`src/rtl/stack_round_sequencer.sv`:
```
// Stacker game sequencer: slider motion on a step tick, drop/trim of rows, win/lose.
// Build option SPEED_RAMP_EN: step period shrinks by TICK_DEC per row, floored at TICK_MIN.
module stack_round_sequencer #(
  parameter int X_MIN      = 144,
  parameter int X_MAX      = 784,
  parameter int STEP       = 10,
  parameter int ROWS       = 10,
  parameter int INIT_WIDTH = 40,
  parameter int MIN_WIDTH  = 10,
  parameter int TICK_BASE  = 2500000,
  parameter int TICK_DEC   = 200000,
  parameter int TICK_MIN   = 500000
) (
  input  logic       clk,
  input  logic       rst,
  input  logic       start,
  input  logic       drop,
  input  logic [3:0] row_rd_idx,
  output logic [9:0] row_rd_left,
  output logic [9:0] row_rd_right,
  output logic       row_rd_valid,
  output logic [9:0] cur_left,
  output logic [9:0] cur_right,
  output logic [3:0] cur_row,
  output logic       step_pulse,
  output logic [2:0] state_o,
  output logic       win,
  output logic       lose
);
  localparam int XW = 10;
  localparam int RW = 4;
  localparam logic [XW-1:0] XMIN_V   = XW'(X_MIN);
  localparam logic [XW:0]   XMAX_V   = (XW+1)'(X_MAX);
  localparam logic [XW-1:0] STEP_V   = XW'(STEP);
  localparam logic [XW-1:0] INIT_R_V = XW'(X_MIN + INIT_WIDTH);
  localparam logic [XW-1:0] MIN_W_V  = XW'(MIN_WIDTH);
  localparam logic [RW-1:0] LAST_ROW = RW'(ROWS - 1);
  localparam int PMAX = (TICK_BASE > TICK_MIN) ? TICK_BASE : TICK_MIN;
  localparam int CW   = $clog2(PMAX + 1);
`ifdef SPEED_RAMP_EN
  localparam bit RAMP = 1'b1;
`else
  localparam bit RAMP = 1'b0;
`endif

  typedef enum logic [2:0] {
    S_IDLE    = 3'd0,
    S_MOVE    = 3'd1,
    S_TRIM    = 3'd2,
    S_ADVANCE = 3'd3,
    S_WIN     = 3'd4,
    S_LOSE    = 3'd5
  } state_t;

  state_t        state_q, state_d;
  logic [XW-1:0] cur_left_q, cur_left_d, cur_right_q, cur_right_d;
  logic [RW-1:0] cur_row_q, cur_row_d;
  logic          dir_right_q, dir_right_d;
  logic [CW-1:0] tick_q, tick_d;
  logic          step_pulse_q, step_pulse_d;

  logic          row_wr, row_clr;
  logic [RW-1:0] row_wr_idx;
  logic [XW-1:0] row_wr_left, row_wr_right;
  logic [XW-1:0] row_left  [ROWS];
  logic [XW-1:0] row_right [ROWS];
  logic [ROWS-1:0] row_valid;

  logic [XW-1:0] prev_left, prev_right, trim_left, trim_right;
  logic          trim_ok;
  logic [31:0]   dec_full, period_full;
  logic          tick_last;

  // Per-row extent storage; each row owns its own write decode.
  for (genvar gi = 0; gi < ROWS; gi++) begin : g_row
    logic [XW-1:0] left_q, left_d, right_q, right_d;
    logic          valid_q, valid_d;

    always_comb begin
      left_d  = left_q;
      right_d = right_q;
      valid_d = valid_q;
      if (row_clr) begin
        valid_d = 1'b0;
      end else if (row_wr && row_wr_idx == RW'(gi)) begin
        left_d  = row_wr_left;
        right_d = row_wr_right;
        valid_d = 1'b1;
      end
    end

    always_ff @(posedge clk or posedge rst) begin
      if (rst) begin
        left_q  <= '0;
        right_q <= '0;
        valid_q <= 1'b0;
      end else begin
        left_q  <= left_d;
        right_q <= right_d;
        valid_q <= valid_d;
      end
    end

    assign row_left[gi]  = left_q;
    assign row_right[gi] = right_q;
    assign row_valid[gi] = valid_q;
  end

  // Row below the active one for trimming, plus the renderer read port.
  always_comb begin
    prev_left    = '0;
    prev_right   = '0;
    row_rd_left  = '0;
    row_rd_right = '0;
    row_rd_valid = 1'b0;
    for (int i = 0; i < ROWS; i++) begin
      if (RW'(i) == cur_row_q - RW'(1)) begin
        prev_left  = row_left[i];
        prev_right = row_right[i];
      end
      if (RW'(i) == row_rd_idx && row_valid[i]) begin
        row_rd_left  = row_left[i];
        row_rd_right = row_right[i];
        row_rd_valid = 1'b1;
      end
    end
  end

  always_comb begin
    trim_left  = (cur_left_q > prev_left) ? cur_left_q : prev_left;
    trim_right = (cur_right_q < prev_right) ? cur_right_q : prev_right;
    trim_ok    = 1'b0;
    if (trim_right > trim_left) begin
      trim_ok = ((trim_right - trim_left) >= MIN_W_V);
    end
  end

  // Step period; the comparison form avoids underflow when the decrement exceeds the base.
  always_comb begin
    dec_full = RAMP ? (32'(cur_row_q) * 32'(TICK_DEC)) : 32'd0;
    if (!RAMP) begin
      period_full = 32'(TICK_BASE);
    end else if (32'(TICK_BASE) <= 32'(TICK_MIN) + dec_full) begin
      period_full = 32'(TICK_MIN);
    end else begin
      period_full = 32'(TICK_BASE) - dec_full;
    end
    tick_last = (tick_q == CW'(period_full - 32'd1));
  end

  always_comb begin
    state_d      = state_q;
    cur_left_d   = cur_left_q;
    cur_right_d  = cur_right_q;
    cur_row_d    = cur_row_q;
    dir_right_d  = dir_right_q;
    tick_d       = tick_q;
    step_pulse_d = 1'b0;
    row_wr       = 1'b0;
    row_clr      = 1'b0;
    row_wr_idx   = cur_row_q;
    row_wr_left  = cur_left_q;
    row_wr_right = cur_right_q;

    unique case (state_q)
      S_IDLE: begin
        if (start) begin
          state_d = S_MOVE;
          tick_d  = '0;
        end
      end
      S_MOVE: begin
        if (drop) begin
          tick_d = '0;
          if (cur_row_q == '0) begin
            row_wr  = 1'b1;
            state_d = S_ADVANCE;
          end else begin
            state_d = S_TRIM;
          end
        end else if (tick_last) begin
          tick_d       = '0;
          step_pulse_d = 1'b1;
          if (dir_right_q) begin
            if ({1'b0, cur_right_q} + {1'b0, STEP_V} > XMAX_V) begin
              dir_right_d = 1'b0;
              cur_left_d  = cur_left_q - STEP_V;
              cur_right_d = cur_right_q - STEP_V;
            end else begin
              cur_left_d  = cur_left_q + STEP_V;
              cur_right_d = cur_right_q + STEP_V;
            end
          end else begin
            if ({1'b0, cur_left_q} < {1'b0, XMIN_V} + {1'b0, STEP_V}) begin
              dir_right_d = 1'b1;
              cur_left_d  = cur_left_q + STEP_V;
              cur_right_d = cur_right_q + STEP_V;
            end else begin
              cur_left_d  = cur_left_q - STEP_V;
              cur_right_d = cur_right_q - STEP_V;
            end
          end
        end else begin
          tick_d = tick_q + CW'(1);
        end
      end
      S_TRIM: begin
        if (trim_ok) begin
          row_wr       = 1'b1;
          row_wr_left  = trim_left;
          row_wr_right = trim_right;
          cur_left_d   = trim_left;
          cur_right_d  = trim_right;
          state_d      = S_ADVANCE;
        end else begin
          state_d = S_LOSE;
        end
      end
      S_ADVANCE: begin
        if (cur_row_q == LAST_ROW) begin
          state_d = S_WIN;
        end else begin
          cur_row_d   = cur_row_q + RW'(1);
          cur_left_d  = XMIN_V;
          cur_right_d = XMIN_V + (cur_right_q - cur_left_q);
          dir_right_d = 1'b1;
          tick_d      = '0;
          state_d     = S_MOVE;
        end
      end
      S_WIN, S_LOSE: begin
        if (start) begin
          row_clr     = 1'b1;
          cur_left_d  = XMIN_V;
          cur_right_d = INIT_R_V;
          cur_row_d   = '0;
          dir_right_d = 1'b1;
          tick_d      = '0;
          state_d     = S_IDLE;
        end
      end
      default: state_d = S_IDLE;
    endcase
  end

  always_ff @(posedge clk or posedge rst) begin
    if (rst) begin
      state_q      <= S_IDLE;
      cur_left_q   <= XMIN_V;
      cur_right_q  <= INIT_R_V;
      cur_row_q    <= '0;
      dir_right_q  <= 1'b1;
      tick_q       <= '0;
      step_pulse_q <= 1'b0;
    end else begin
      state_q      <= state_d;
      cur_left_q   <= cur_left_d;
      cur_right_q  <= cur_right_d;
      cur_row_q    <= cur_row_d;
      dir_right_q  <= dir_right_d;
      tick_q       <= tick_d;
      step_pulse_q <= step_pulse_d;
    end
  end

  assign cur_left   = cur_left_q;
  assign cur_right  = cur_right_q;
  assign cur_row    = cur_row_q;
  assign step_pulse = step_pulse_q;
  assign state_o    = state_q;
  assign win        = (state_q == S_WIN);
  assign lose       = (state_q == S_LOSE);
endmodule

```
`config.mk`:
```
export PLATFORM = sky130hd
export DESIGN_NAME = stack_round_sequencer
export DESIGN_NICKNAME = d
export VERILOG_FILES = /design/src/rtl/stack_round_sequencer.sv
export SDC_FILE = /design/constraint.sdc
export NUM_CORES = 1
export LEC_CHECK = 0
export BUFFER_PORTS_ARGS = -buffer_cell sky130_fd_sc_hd__buf_2
export CORE_UTILIZATION = 57
export DETAILED_ROUTE_END_ITERATION = 6
export GPL_ROUTABILITY_DRIVEN = 0
export PLACE_DENSITY = 0.77
export SYNTH_ARGS = -nofsm -noshare
export SYNTH_HDL_FRONTEND = slang
export SYNTH_SLANG_ARGS = --single-unit
export TNS_END_PERCENT = 100
```
`constraint.sdc`:
```
create_clock -name clk -period 9.45 [get_ports clk]
set_input_delay 1.89 -clock clk [delete_from_list [all_inputs] [get_ports clk]]
set_output_delay 1.89 -clock clk [all_outputs]
set_load 0.05 [all_outputs]
```
### Word level (Yosys, flattened, before mapping)

Cells that the tools add are included.

* input bits: 8
* flip-flop bits (word level): 261

* order comparisons: 6
* eq/ne operators: 40
* bitwise logic cells: 1
* reductions and logical operators: 55
* $add $sub $neg: 11
* mux-type cells: 125

Operators by type and width (number)
* two-way mux 10 bit: 60
* two-way mux 22 bit: 4
* one-hot mux 10 bit (4 select lines): 2
* one-hot mux 22 bit (3 select lines): 1
* two-way mux 1 bit: 47
* == test 3 x 4 -> 1 bit, first input constant: 8
* adder 22 x 1 -> 22 bit, second input constant: 1
* == test 22 bit, second input constant: 1
* nonzero test 2 bit: 11
* adder 10 x 4 -> 10 bit, second input constant: 2
* > comparator 10 bit: 2
* logical AND 1 bit: 20
* AND reduction 2 bit: 10
* subtractor 10 bit: 2
* subtractor 10 x 4 -> 10 bit, second input constant: 2
* == test 2 x 4 -> 1 bit, first input constant: 4
* == test 4 x 3 -> 1 bit, second input constant: 4
* == test 4 bit, first input constant: 4
* two-way mux 3 bit: 5
* one-hot mux 3 bit (5 select lines): 1
* zero test 4 bit: 3
* inequality test 2 bit, second input constant: 6
* adder 10 x 4 -> 11 bit, second input constant: 1
* > comparator 11 x 10 -> 1 bit, second input constant: 1
* other kinds (26): 36

### Logic depth before layout (Yosys ltp)

Gate-level depths: netlist of the first run.

* depth after elaboration: 22
* gate-level depth with buffers: 42
* depth with buffers taken out: 36

### Worst setup path after synthesis of the first run

No wires, ideal clock.

* kind: register to register
* start: register cur_row_q[0], in the netlist cur_row[0]
* end: register g_row[1].left_q[0]
* path slack: 0.921 ns
* setup time: 0.128 ns
* cell stages (with the launch flop): 39
* path buffers: 7
* data required time: 9.322 ns
* arrival: 8.402 ns
* cells stage by stage: dfrtp_1 inv_1 ha_1 buf_2 or2_4 o21ai_0 and4_1 clkbuf_1 clkbuf_1 a22oi_1 a211oi_1 a221oi_1 a21oi_1 a211o_1 o21ai_0 a21oi_1 inv_1 ha_1 [... 3 more ...] or2_2 clkbuf_1 mux2_2 inv_1 ha_1 clkbuf_1 a211oi_1 a221oi_1 o21a_1 nor4_1 o221ai_1 nor4_2 and3_4 nor3_4 buf_6 o211ai_4 buf_4 mux2_1

* cells in the longest elaborated chain, start to end: 21
* elaborated cells between the ends (all ways): 49
* classes of those cells: add/sub (2); order compare (4); eq/ne (10); mux (29); reduce/logical (4)

RTL lines
* from (decl): RTL line 57 `logic [RW-1:0] cur_row_q, cur_row_d;`
* from (signal assigned): RTL line 259 `cur_row_q <= cur_row_d;`
* subtractor 4 x 1 -> 4 bit: RTL line 117 `if (RW'(i) == cur_row_q - RW'(1)) begin`
* zero test 4 bit: RTL line 117
* two-way mux 10 bit (10 in a row): RTL line 117
* < comparator 10 bit / > comparator 10 bit (equally long branches): RTL line 131, 130
* two-way mux 10 bit, on equally long branches: RTL line 131, 130
* subtractor 10 bit: RTL line 134 `trim_ok = ((trim_right - trim_left) >= MIN_W_V);`
* greater-or-equal comparator 10 x 4 -> 1 bit: RTL line 134
* two-way mux 1 bit: RTL line 133 `if (trim_right > trim_left) begin`
* two-way mux 1 bit: RTL line 208 `if (trim_ok) begin`
* one-hot mux 1 bit (2 select lines): RTL line 165 `unique case (state_q)`
* logical AND 1 bit: RTL line 85 `end else if (row_wr && row_wr_idx == RW'(gi)) begin`
* AND reduction 2 bit (no line)
* to (signal assigned): RTL line 98 `left_q <= left_d;`
* to (decl): RTL line 76 `logic [XW-1:0] left_q, left_d, right_q, right_d;`

Several ways; a longest one is shown, not always the timed one.
A chain may end at the register's enable or synchronous reset.

### Worst setup path in the final report of the first run

* start: register cur_row_q[0], in the netlist cur_row[0]
* end: register g_row[3].left_q[0]

* cells in the longest elaborated chain, start to end: 21
* elaborated cells between the ends (all ways): 49
* classes of those cells: add/sub (2); order compare (4); eq/ne (10); mux (29); reduce/logical (4)

RTL lines (RTL line)
* subtractor 4 x 1 -> 4 bit: 117
* zero test 4 bit: 117
* two-way mux 10 bit (10 in a row): 117
* < comparator 10 bit / > comparator 10 bit (equally long branches): 131, 130
* two-way mux 10 bit, on equally long branches: 131, 130
* subtractor 10 bit: 134
* greater-or-equal comparator 10 x 4 -> 1 bit: 134
* two-way mux 1 bit: 133
* two-way mux 1 bit: 208
* one-hot mux 1 bit (2 select lines): 165
* logical AND 1 bit: 85
* AND reduction 2 bit (no line)
* to (signal assigned): 98
* to (decl): 76

Several ways; a longest one is shown, not always the timed one.

==> run_results.csv, run 1 <==
group,metric,value,unit
clocking,clkSlewWorstSetupHoldPaths,0.06,ns
worst_setup_path,worstSetupPathType,"reg -> reg",
synth,syn_nets,1860,
routing,avgRoutedWirePerCell,25.6,µm
synth,synthCells,1794,
synth,ys_seq_area_share,38.5,%
worst_setup_path,cpLargestDelayFamily,"compound AO/OA/AOI/OAI gates",
routing,drcViolationCount,0,
die,core-area,29000,µm²
clocking,cts_root_buffer,"clkbuf_16",
clocking,htree_levels,1,
job,drv_cap,0,
worst_hold_path,whs_path_depth,1,
worst_setup_path,r2r_slack,0.51,ns
synth,synthArstFlopShare,100,%
worst_setup_path,r2r-start,"cur_row[0]$_DFFE_PP0P_",
die,die_h,175,µm
worst_setup_path,slowest_delay,0.51,ns
placed_design,io_buffer_count,58,
sta,tns,0,ns
routing,antenna_left,0,
routing,vias,15700,
sta,post-route-min-period,8.94,ns
synth,synthDistinctLibCells,87,
final_layout,final_util,64.4,%
die,placement_rows,62,
synth,synth_ff_type,"dfrtp_1",
final_layout,finalNetCount,1873,
clocking,cts_inserted_buffers,29,
worst_hold_path,hold_end,"g_row[8].valid_q$_DFFE_PP0P_",
worst_setup_path,worstRegToRegCells,38,
worst_setup_path,crit_path_start_kind,"register",
routing,drt_iter0_drc,2198,
outcome,status,"finished, final reports clean",
worst_setup_path,startpoint,"cur_row[0]$_DFFE_PP0P_",
die,io_pins,59,
synth,avgSynthCellArea,9.47,µm²
synth,synth_seq_cells,261,
worst_setup_path,r2r-end,"g_row[3].left_q[0]$_DFFE_PP0P_",
final_layout,mostFrequentLayoutCells,"254 x dfrtp_1, 139 x nor2_1, 128 x a21oi_1",
sta,rsz0062_at_grt,"no",
synth,netlist_area,17000,µm²
clocking,clock_path_buffers,3,
worst_setup_path,arrival,9.37,ns
worst_hold_path,hp-start,"g_row[8].valid_q$_DFFE_PP0P_",
die,initial_core_util,58.5,%
final_layout,layout-drive-gt1-share,17.6,%
clocking,cts.sinks,261,
sta,holdWs,0.477,ns
sta,max-slew-margin-rel,16.5,%
global_route,overflow,0,
global_route,grt_pass1_wl,88.0,mm
routing,viasPerCell,7.09,
global_route,grt_antenna_before_repair,1,
clocking,clock_latency,0.56,ns
worst_setup_path,cp.required,9.89,ns
sta,hold_viol_final,0,
die,die_w,175,µm
sta,setup_viol,0,
global_route,grt_max_degree,112,
die,die_area,30500,µm²
sta,fin_crit_sh,94.6,%
worst_setup_path,worstPathMaxFanout,21,
placed_design,dp_hpwl,37.0,mm
final_layout,layout_commonest_cell,"dfrtp_1",
sta,drv_slew,0,
routing,first_pass_iters,6,
worst_setup_path,cp_num_buf_inv,7,
final_layout,final.fill_count,2352,
routing,finalWirelength,56.6,mm
sta,worstMarginPinSlew,1.25,ns
worst_hold_path,hold_class,"reg -> reg",
final_layout,areaGrowthSynthToFinish,9.93,%
global_route,grt_use_total,37.2,%
synth,synth_edf_count,0,
clocking,cts_tree,"built",
worst_setup_path,crit_top_cell,"a21oi_1",
worst_setup_path,endpoint_kind,"register",
worst_setup_path,cpMaxStageDelayCell,"dfrtp_1",
synth,yosysWarnings,0,
sta,fin_skew,0.0127,ns
sta,max_clock_freq,112,MHz
global_route,first_global_vias,15300,
routing by layer:
layer | up-vias | part of all wire (%) | global-route usage [%]
met5 | - | 0 | 0
met4 | 0 | 5.9 | 20.3
met3 | 267 | 13 | 9.70
met2 | 1129 | 43 | 56.3
met1 | 7577 | 38 | 48.9
li1 | 6730 | - | -
cells by family (layout without fill, tap and decap cells):
kind of cell	after synthesis	count (layout)	synth area share (%)
compound gates	554	554	22.0
simple gates	481	481	14.0
flops	261	261	38.5
mux	218	218	14.7
buf+inv	192	227	4.87
fa+ha+maj	59	59	4.43
xor+xnor	29	29	1.50
other cells	0	1	0
layout make-up:
type                       count  area [µm²]  area share [%]
antenna                        1        2.50          0.0134
clock buffer                  39         793            4.25
clock inverter                14         134           0.717
inverter                      62         240            1.29
multi-input combinational   1341        9690            51.9
sequential                   261        6540            35.0
tap                          384         480            2.57
timing repair buffer         112         796            4.26
through the flow:
step                area, µm²  setup slack (ns)  cells
finish                  18700             0.514   2214
global route            18700           0.00618   2214
CTS                     18600             0.280   2210
detailed placement      17700             0.332   2157
global placement        17700             0.688   2157
floorplan               17000             0.388   1794
sequential cells by signal (all words and copies together), names as in the netlist, 3 cells and up:
| register | count |
|---|---|
| cur_left | 10 |
| g_row.valid_q | 10 |
| g_row.right_q | 100 |
| g_row.left_q | 100 |
| tick_q | 22 |
| cur_right | 10 |
| state_o | 3 |
| cur_row | 4 |
timing repair:
item / CTS / global route
setup buffers: 0 / 3
endpoints found under the setup margin: 0 / 226
gates resized for setup: 0 / 13
endpoints found under the hold margin: 0 / 0
hold buffers: 0 / 0
worst max path at each step:
stage,to,cells after the start
global placement,g_row[5].left_q[5]$_DFFE_PP0P_,34
CTS,g_row[8].right_q[5]$_DFFE_PP0P_,34
floorplan,cur_left[0]$_DFFE_PP0P_,1
global route,g_row[1].right_q[4]$_DFFE_PP0P_,39
finish,g_row[3].left_q[0]$_DFFE_PP0P_,38
detailed placement,g_row[8].right_q[5]$_DFFE_PP0P_,34
cells in the mapped netlist (8+ instances only):
library cell  count  area share (%)
o21a_1           14            0.62
nor3_1           32            0.94
and3_1           16            0.59
a22o_1            9            0.46
a21o_1           17            0.75
inv_1            61             1.3
mux2_1           77             5.1
o221ai_1         13            0.67
nand3_1          52             1.5
and4_1            9            0.46
mux2_4           14             1.2
a211oi_1         33             1.5
o22ai_1          31             1.1
nor2_1          139             3.1
a22oi_1          73             3.2
nand4_1          28             1.0
nor2b_1          16            0.59
or3_1            10            0.37
xor2_1           18            0.93
nand2b_1         13            0.48
a221oi_1         31             1.6
o21ai_0         105             3.1
nand2_1         116             2.6
buf_2            25            0.74
ha_1             56             4.1
a2bb2oi_1        19            0.98
dfrtp_1         254              37
a21oi_1         130             3.8
a221o_1           8            0.47
mux2i_1          19             1.1
clkbuf_1         88             1.9
xnor2_1          11            0.57
mux2_2          106             7.0
Power of run 1 is left out: the tool's default activity adds up to more than one toggle a clock period on the data nets, which glitch-free logic cannot reach.
==> inputs of run 2 (changes only) <==
BUFFER_PORTS_ARGS = unset   (was -buffer_cell sky130_fd_sc_hd__buf_2)
CORE_UTILIZATION = 59   (was 57)
DONT_BUFFER_PORTS = 1   (was unset)
PLACE_DENSITY = 0.78   (was 0.77)
==> run 2 against run 1 <==
The run now ends with design-rule violations left. Count of clock-buffer cells in the layout stayed put. Core utilization is 1.2 points higher. Critical path depth fell by 4. Clock skew rose by 0.0075 ns. Non-clock buffer count down 45. Global-route usage rose by 1.6 points. Cell count fell by 2.4%. Worst hold slack better by 0.0055 ns. Via count up 0.10%. Wire length rose by 0.27%. Register-to-register slack worse by 0.14 ns.
==> run_results.csv, run 2 (synthesis results as in run 1) <==
group,metric,value,unit
outcome,status,"complete, but fails checks",
outcome,violations,"design-rule violations",
die,initial_core_util,60.5,%
final_layout,finalNetCount,1828,
worst_setup_path,crit_top_cell,"a21oi_1",
routing,wl_met2,24.3,mm
sta,layout_setup_ws,0.374,ns
global_route,grt_use_total,38.8,%
worst_setup_path,cpMaxStageDelayCell,"a21oi_2",
global_route,grt_pass1_wl,87.2,mm
sta,post-route-min-period,9.08,ns
final_layout,areaGrowthSynthToFinish,8.38,%
final_layout,antennaDiodeCount,0,
sta,hold_viol_final,0,
routing,finalWirelength,56.8,mm
job,drv_cap,0,
worst_setup_path,endpoint_kind,"register",
sta,worstMarginPinSlew,1.40,ns
clocking,htree_levels,1,
worst_hold_path,hold_end,"g_row[8].valid_q$_DFFE_PP0P_",
clocking,clock_latency,0.57,ns
routing,top_layer_used,"met4",
clocking,clkSlewWorstSetupHoldPaths,0.06,ns
final_layout,top_regs,"g_row.left_q: 100 flops, g_row.right_q: 100 flops, tick_q: 22 flops",
worst_setup_path,crit_path_start_kind,"register",
worst_setup_path,r2r-start,"cur_row[0]$_DFFE_PP0P_",
routing,antenna_left,0,
worst_setup_path,cp.required,9.95,ns
global_route,grt_max_degree,150,
placed_design,io_buffer_count,0,
sta,drv_slew,0,
routing,wl_met1,21.3,mm
worst_setup_path,worstPathMaxFanout,21,
clocking,cts.sinks,261,
routing,avgRoutedWirePerCell,26.3,µm
final_layout,layout-drive-gt1-share,15.6,%
placed_design,dp_hpwl,37.5,mm
routing,drcViolationCount,9,
global_route,first_global_vias,15100,
routing,dr_wl_met3,7.41,mm
worst_setup_path,r2r-end,"g_row[0].right_q[2]$_DFFE_PP0P_",
sta,fin_crit_sh,96.0,%
worst_hold_path,hp-start,"g_row[8].valid_q$_DFFE_PP0P_",
sta,max_clock_freq,110,MHz
global_route,overflow,0,
sta,rsz0062_at_grt,"no",
routing,first_pass_iters,7,
global_route,grt_antenna_before_repair,0,
clocking,cts_root_buffer,"clkbuf_16",
die,die_w,172,µm
sta,setup_viol,0,
routing,viasPerCell,7.28,
die,die_area,29500,µm²
worst_hold_path,hold_class,"reg -> reg",
clocking,cts_tree,"built",
worst_hold_path,whs_path_depth,1,
die,core-area,28100,µm²
die,io_pins,59,
clocking,cts_inserted_buffers,29,
worst_setup_path,arrival,9.57,ns
sta,fin_skew,0.0203,ns
worst_setup_path,worstSetupPathType,"reg -> reg",
worst_setup_path,r2r_slack,0.37,ns
final_layout,mostFrequentLayoutCells,"254 x dfrtp_1, 139 x nor2_1, 129 x a21oi_1",
placed_design,dp_slack,0.128,ns
routing,drt_iter0_drc,2251,
die,placement_rows,61,
clocking,clock_path_buffers,3,
final_layout,layout_commonest_cell,"dfrtp_1",
sta,tns,0,ns
sta,max-slew-margin-rel,6.55,%
die,die_h,172,µm
worst_setup_path,worstRegToRegCells,34,
routing,vias,15700,
worst_setup_path,slowest_delay,1.11,ns
[run 2: cell types whose count changed in the layout (fill, tap and decap cells not counted), sizes merged]
cell	change
clkinv	-2
bufinv	+1
diode	-1
buf	-45
inv	-1
[run 2: per-layer routing]
metal | track usage, % | vias up
met4 | 21.7 | 0
met3 | 9.41 | 279
li1 | - | 6644
met1 | 51.0 | 7587
met5 | 0 | -
met2 | 58.6 | 1209
[run 2: how the worst max path moves through the flow]
stage                           start                              end  slack [ns]  cells after the start
5_1_grt        cur_row[0]$_DFFE_PP0P_  g_row[2].right_q[7]$_DFFE_PP0P_       0.006                     36
2_1_floorplan                     rst          cur_left[0]$_DFFE_PP0P_        0.39                      1
3_5_place_dp   cur_row[0]$_DFFE_PP0P_   g_row[5].left_q[5]$_DFFE_PP0P_        0.13                     35
6_report       cur_row[0]$_DFFE_PP0P_  g_row[0].right_q[2]$_DFFE_PP0P_        0.37                     34
4_1_cts        cur_row[0]$_DFFE_PP0P_   g_row[7].left_q[5]$_DFFE_PP0P_        0.08                     35
3_3_place_gp   cur_row[0]$_DFFE_PP0P_   g_row[8].left_q[5]$_DFFE_PP0P_        0.29                     35
[run 2: timing repair]
item / CTS / global route
setup buffers: 0 / 6
hold buffers: 0 / 0
endpoints found under the setup margin: 0 / 230
resized for setup: 0 / 17
[run 2: stage by stage]
step	std cells	util, %	instance area (µm²)	hold WS (ns)
4_1_cts	2154	65.2	18300	0.488
3_5_place_dp	2103	61.8	17400	0.464
2_1_floorplan	1794	-	17000	0.438
6_report	2160	65.5	18400	0.483
5_1_grt	2160	65.5	18400	0.512
3_3_place_gp	2103	61.8	17400	0.452
[run 2: layout make-up]
type / instances / area, µm²
sequential: 261 / 6540
multi-input combinational: 1341 / 9680
timing repair buffer: 67 / 523
clock buffer: 39 / 813
clock inverter: 12 / 141
tap: 378 / 473
inverter: 62 / 240
fill: 2266 / 9680
[run 2: critical path: cells and delay by family (launching register included)]
| family | cells | cell delay [ns] |
|---|---|---|
| multiplexers | 1 | 0.31 |
| AND/OR/NAND/NOR | 10 | 2.36 |
| AO/OA/AOI/OAI | 16 | 4.48 |
| flip-flops | 1 | 0.34 |
| buffers and inverters | 4 | 0.52 |
| adder cells (fa/ha/maj) | 3 | 0.97 |
Power of run 2 is left out for the same reason.
==> inputs of run 3 (changes only) <==
HOLD_SLACK_MARGIN = 0.05   (was unset)
SETUP_SLACK_MARGIN = 0.4   (was unset)
==> run 3 against run 2 <==
Count of clock-buffer cells in the layout shrank 1. Worst hold slack worse by 0.010 ns. Global-route usage hardly changed. Flip-flop and latch count unchanged. Setup slack improved by 0.39 ns. Highest routed layer is now met5. Critical path type unchanged. The flow now finishes without violations. Cell count is 0.37% higher. Wire length about the same.
==> run_results.csv, run 3 (synthesis results as in run 1) <==
group,metric,value,unit
worst_setup_path,slowest_delay,0.43,ns
final_layout,final_util,65.6,%
global_route,grt_max_degree,183,
sta,post-route-min-period,8.68,ns
final_layout,ff_latch_area,6540,µm²
clocking,cts_tree,"built",
global_route,grt_antenna_before_repair,3,
clocking,clock_latency,0.56,ns
routing,viasPerCell,7.21,
sta,max_clock_freq,115,MHz
routing,vias,15600,
sta,fin_crit_sh,91.9,%
clocking,clkSlewWorstSetupHoldPaths,0.06,ns
final_layout,finalNetCount,1835,
global_route,first_global_vias,14900,
final_layout,top_regs,"g_row.left_q: 100 flops, g_row.right_q: 100 flops, tick_q: 22 flops",
final_layout,multiInputGateArea,9680,µm²
final_layout,final.fill_count,2271,
worst_setup_path,arrival,9.12,ns
final_layout,antennaDiodeCount,0,
clocking,htree_levels,1,
final_layout,layout_commonest_cell,"dfrtp_1",
sta,fin_skew,0.0158,ns
worst_setup_path,worstSetupPathType,"reg -> reg",
global_route,grt_pass1_wl,86.7,mm
sta,hold_viol_final,0,
die,io_pins,59,
worst_setup_path,cp.required,9.89,ns
sta,drv_slew,0,
final_layout,instances_no_fill,2168,
routing,first_pass_iters,7,
clocking,cts_root_buffer,"clkbuf_16",
routing,antenna_left,0,
die,die_w,172,µm
worst_setup_path,endpoint_kind,"register",
die,initial_core_util,60.5,%
clocking,cts.sinks,261,
worst_setup_path,worstPathMaxFanout,18,
die,die_area,29500,µm²
sta,tns,0,ns
worst_setup_path,crit_path_start_kind,"register",
routing,drt_iter0_drc,2036,
routing,avgRoutedWirePerCell,26.2,µm
die,core-area,28100,µm²
sta,rsz0062_at_grt,"no",
final_layout,mostFrequentLayoutCells,"254 x dfrtp_1, 139 x nor2_1, 127 x a21oi_1",
die,die_h,172,µm
placed_design,io_buffer_count,0,
sta,max-slew-margin-rel,21.7,%
clocking,holdBufCountCts,0,
clocking,cts_inserted_buffers,29,
worst_setup_path,cpMaxStageDelayCell,"ha_2",
placed_design,placed_cells,2108,
die,placement_rows,61,
clocking,clock_path_buffers,3,
job,drv_cap,0,
final_layout,areaGrowthSynthToFinish,8.55,%
routing,drcViolationCount,0,
global_route,grt_use_total,38.8,%
worst_setup_path,crit_top_cell,"buf_4",
placed_design,dp_hpwl,37.3,mm
sta,setup_viol,0,
sta,worstMarginPinSlew,1.17,ns
final_layout,layout-drive-gt1-share,16.0,%
routing,finalWirelength,56.8,mm
worst_hold_path,hold_class,"reg -> reg",
global_route,overflow,0,
outcome,status,"finished, final reports clean",
-- run 3: worst paths after layout --
path                                                    from                               to  slack, ns  depth (start not counted)
worst max register to register        cur_row[0]$_DFFE_PP0P_   g_row[2].left_q[9]$_DFFE_PP0P_       0.77                         40
worst max-delay path                  cur_row[0]$_DFFE_PP0P_   g_row[2].left_q[9]$_DFFE_PP0P_       0.77                         40
max in group asynchronous                                rst  g_row[9].right_q[7]$_DFFE_PP0P_       7.02                          2
min in group asynchronous                                rst           tick_q[21]$_DFFE_PP0P_       1.16                          1
worst min-delay path            g_row[8].valid_q$_DFFE_PP0P_     g_row[8].valid_q$_DFFE_PP0P_       0.47                          1
worst min register to register  g_row[8].valid_q$_DFFE_PP0P_     g_row[8].valid_q$_DFFE_PP0P_       0.47                          1
-- run 3: final cells by class --
cell class / instances / area share, %
multi-input combinational: 1341 / 52.5
sequential: 261 / 35.5
clock buffer: 38 / 4.39
timing repair buffer: 74 / 3.18
tap: 378 / 2.56
inverter: 62 / 1.28
clock inverter: 14 / 0.597
-- run 3: per-stage QoR --
stage | hold slack (ns) | setup slack [ns] | area, µm²
after floorplan | 0.438 | 0.921 | 17000
after global placement | 0.454 | 0.782 | 17400
after global routing | 0.501 | 0.348 | 18400
after detailed placement | 0.462 | 0.386 | 17400
final | 0.473 | 0.767 | 18400
after CTS | 0.476 | 0.490 | 18300
-- run 3: metal layers --
| layer | up-vias | track usage (%) | wire, µm |
|---|---|---|---|
| met1 | 7615 | 50.6 | 21300 |
| met5 | - | 0 | 42 |
| met2 | 1095 | 57.3 | 24300 |
| li1 | 6651 | - | - |
| met4 | 6 | 20.6 | 3240 |
| met3 | 268 | 12.3 | 7870 |
-- run 3: timing repair --
action | CTS | global route
endpoints found under the setup margin | 33 | 209
pin swaps | 0 | 2
setup buffers | 0 | 7
gates resized for setup | 1 | 18
hold endpoints to repair | 0 | 0
cloned | 0 | 1
-- run 3: critical path, delay by kind of cell (launching register included) --
kind | cells | cell delay [ns]
AO/OA/AOI/OAI | 19 | 3.07
adder cells (fa/ha/maj) | 3 | 1.11
buffers and inverters | 9 | 1.69
multiplexers | 1 | 0.37
flip-flops | 1 | 0.35
AND/OR/NAND/NOR | 8 | 1.96
Power of run 3 is left out for the same reason.
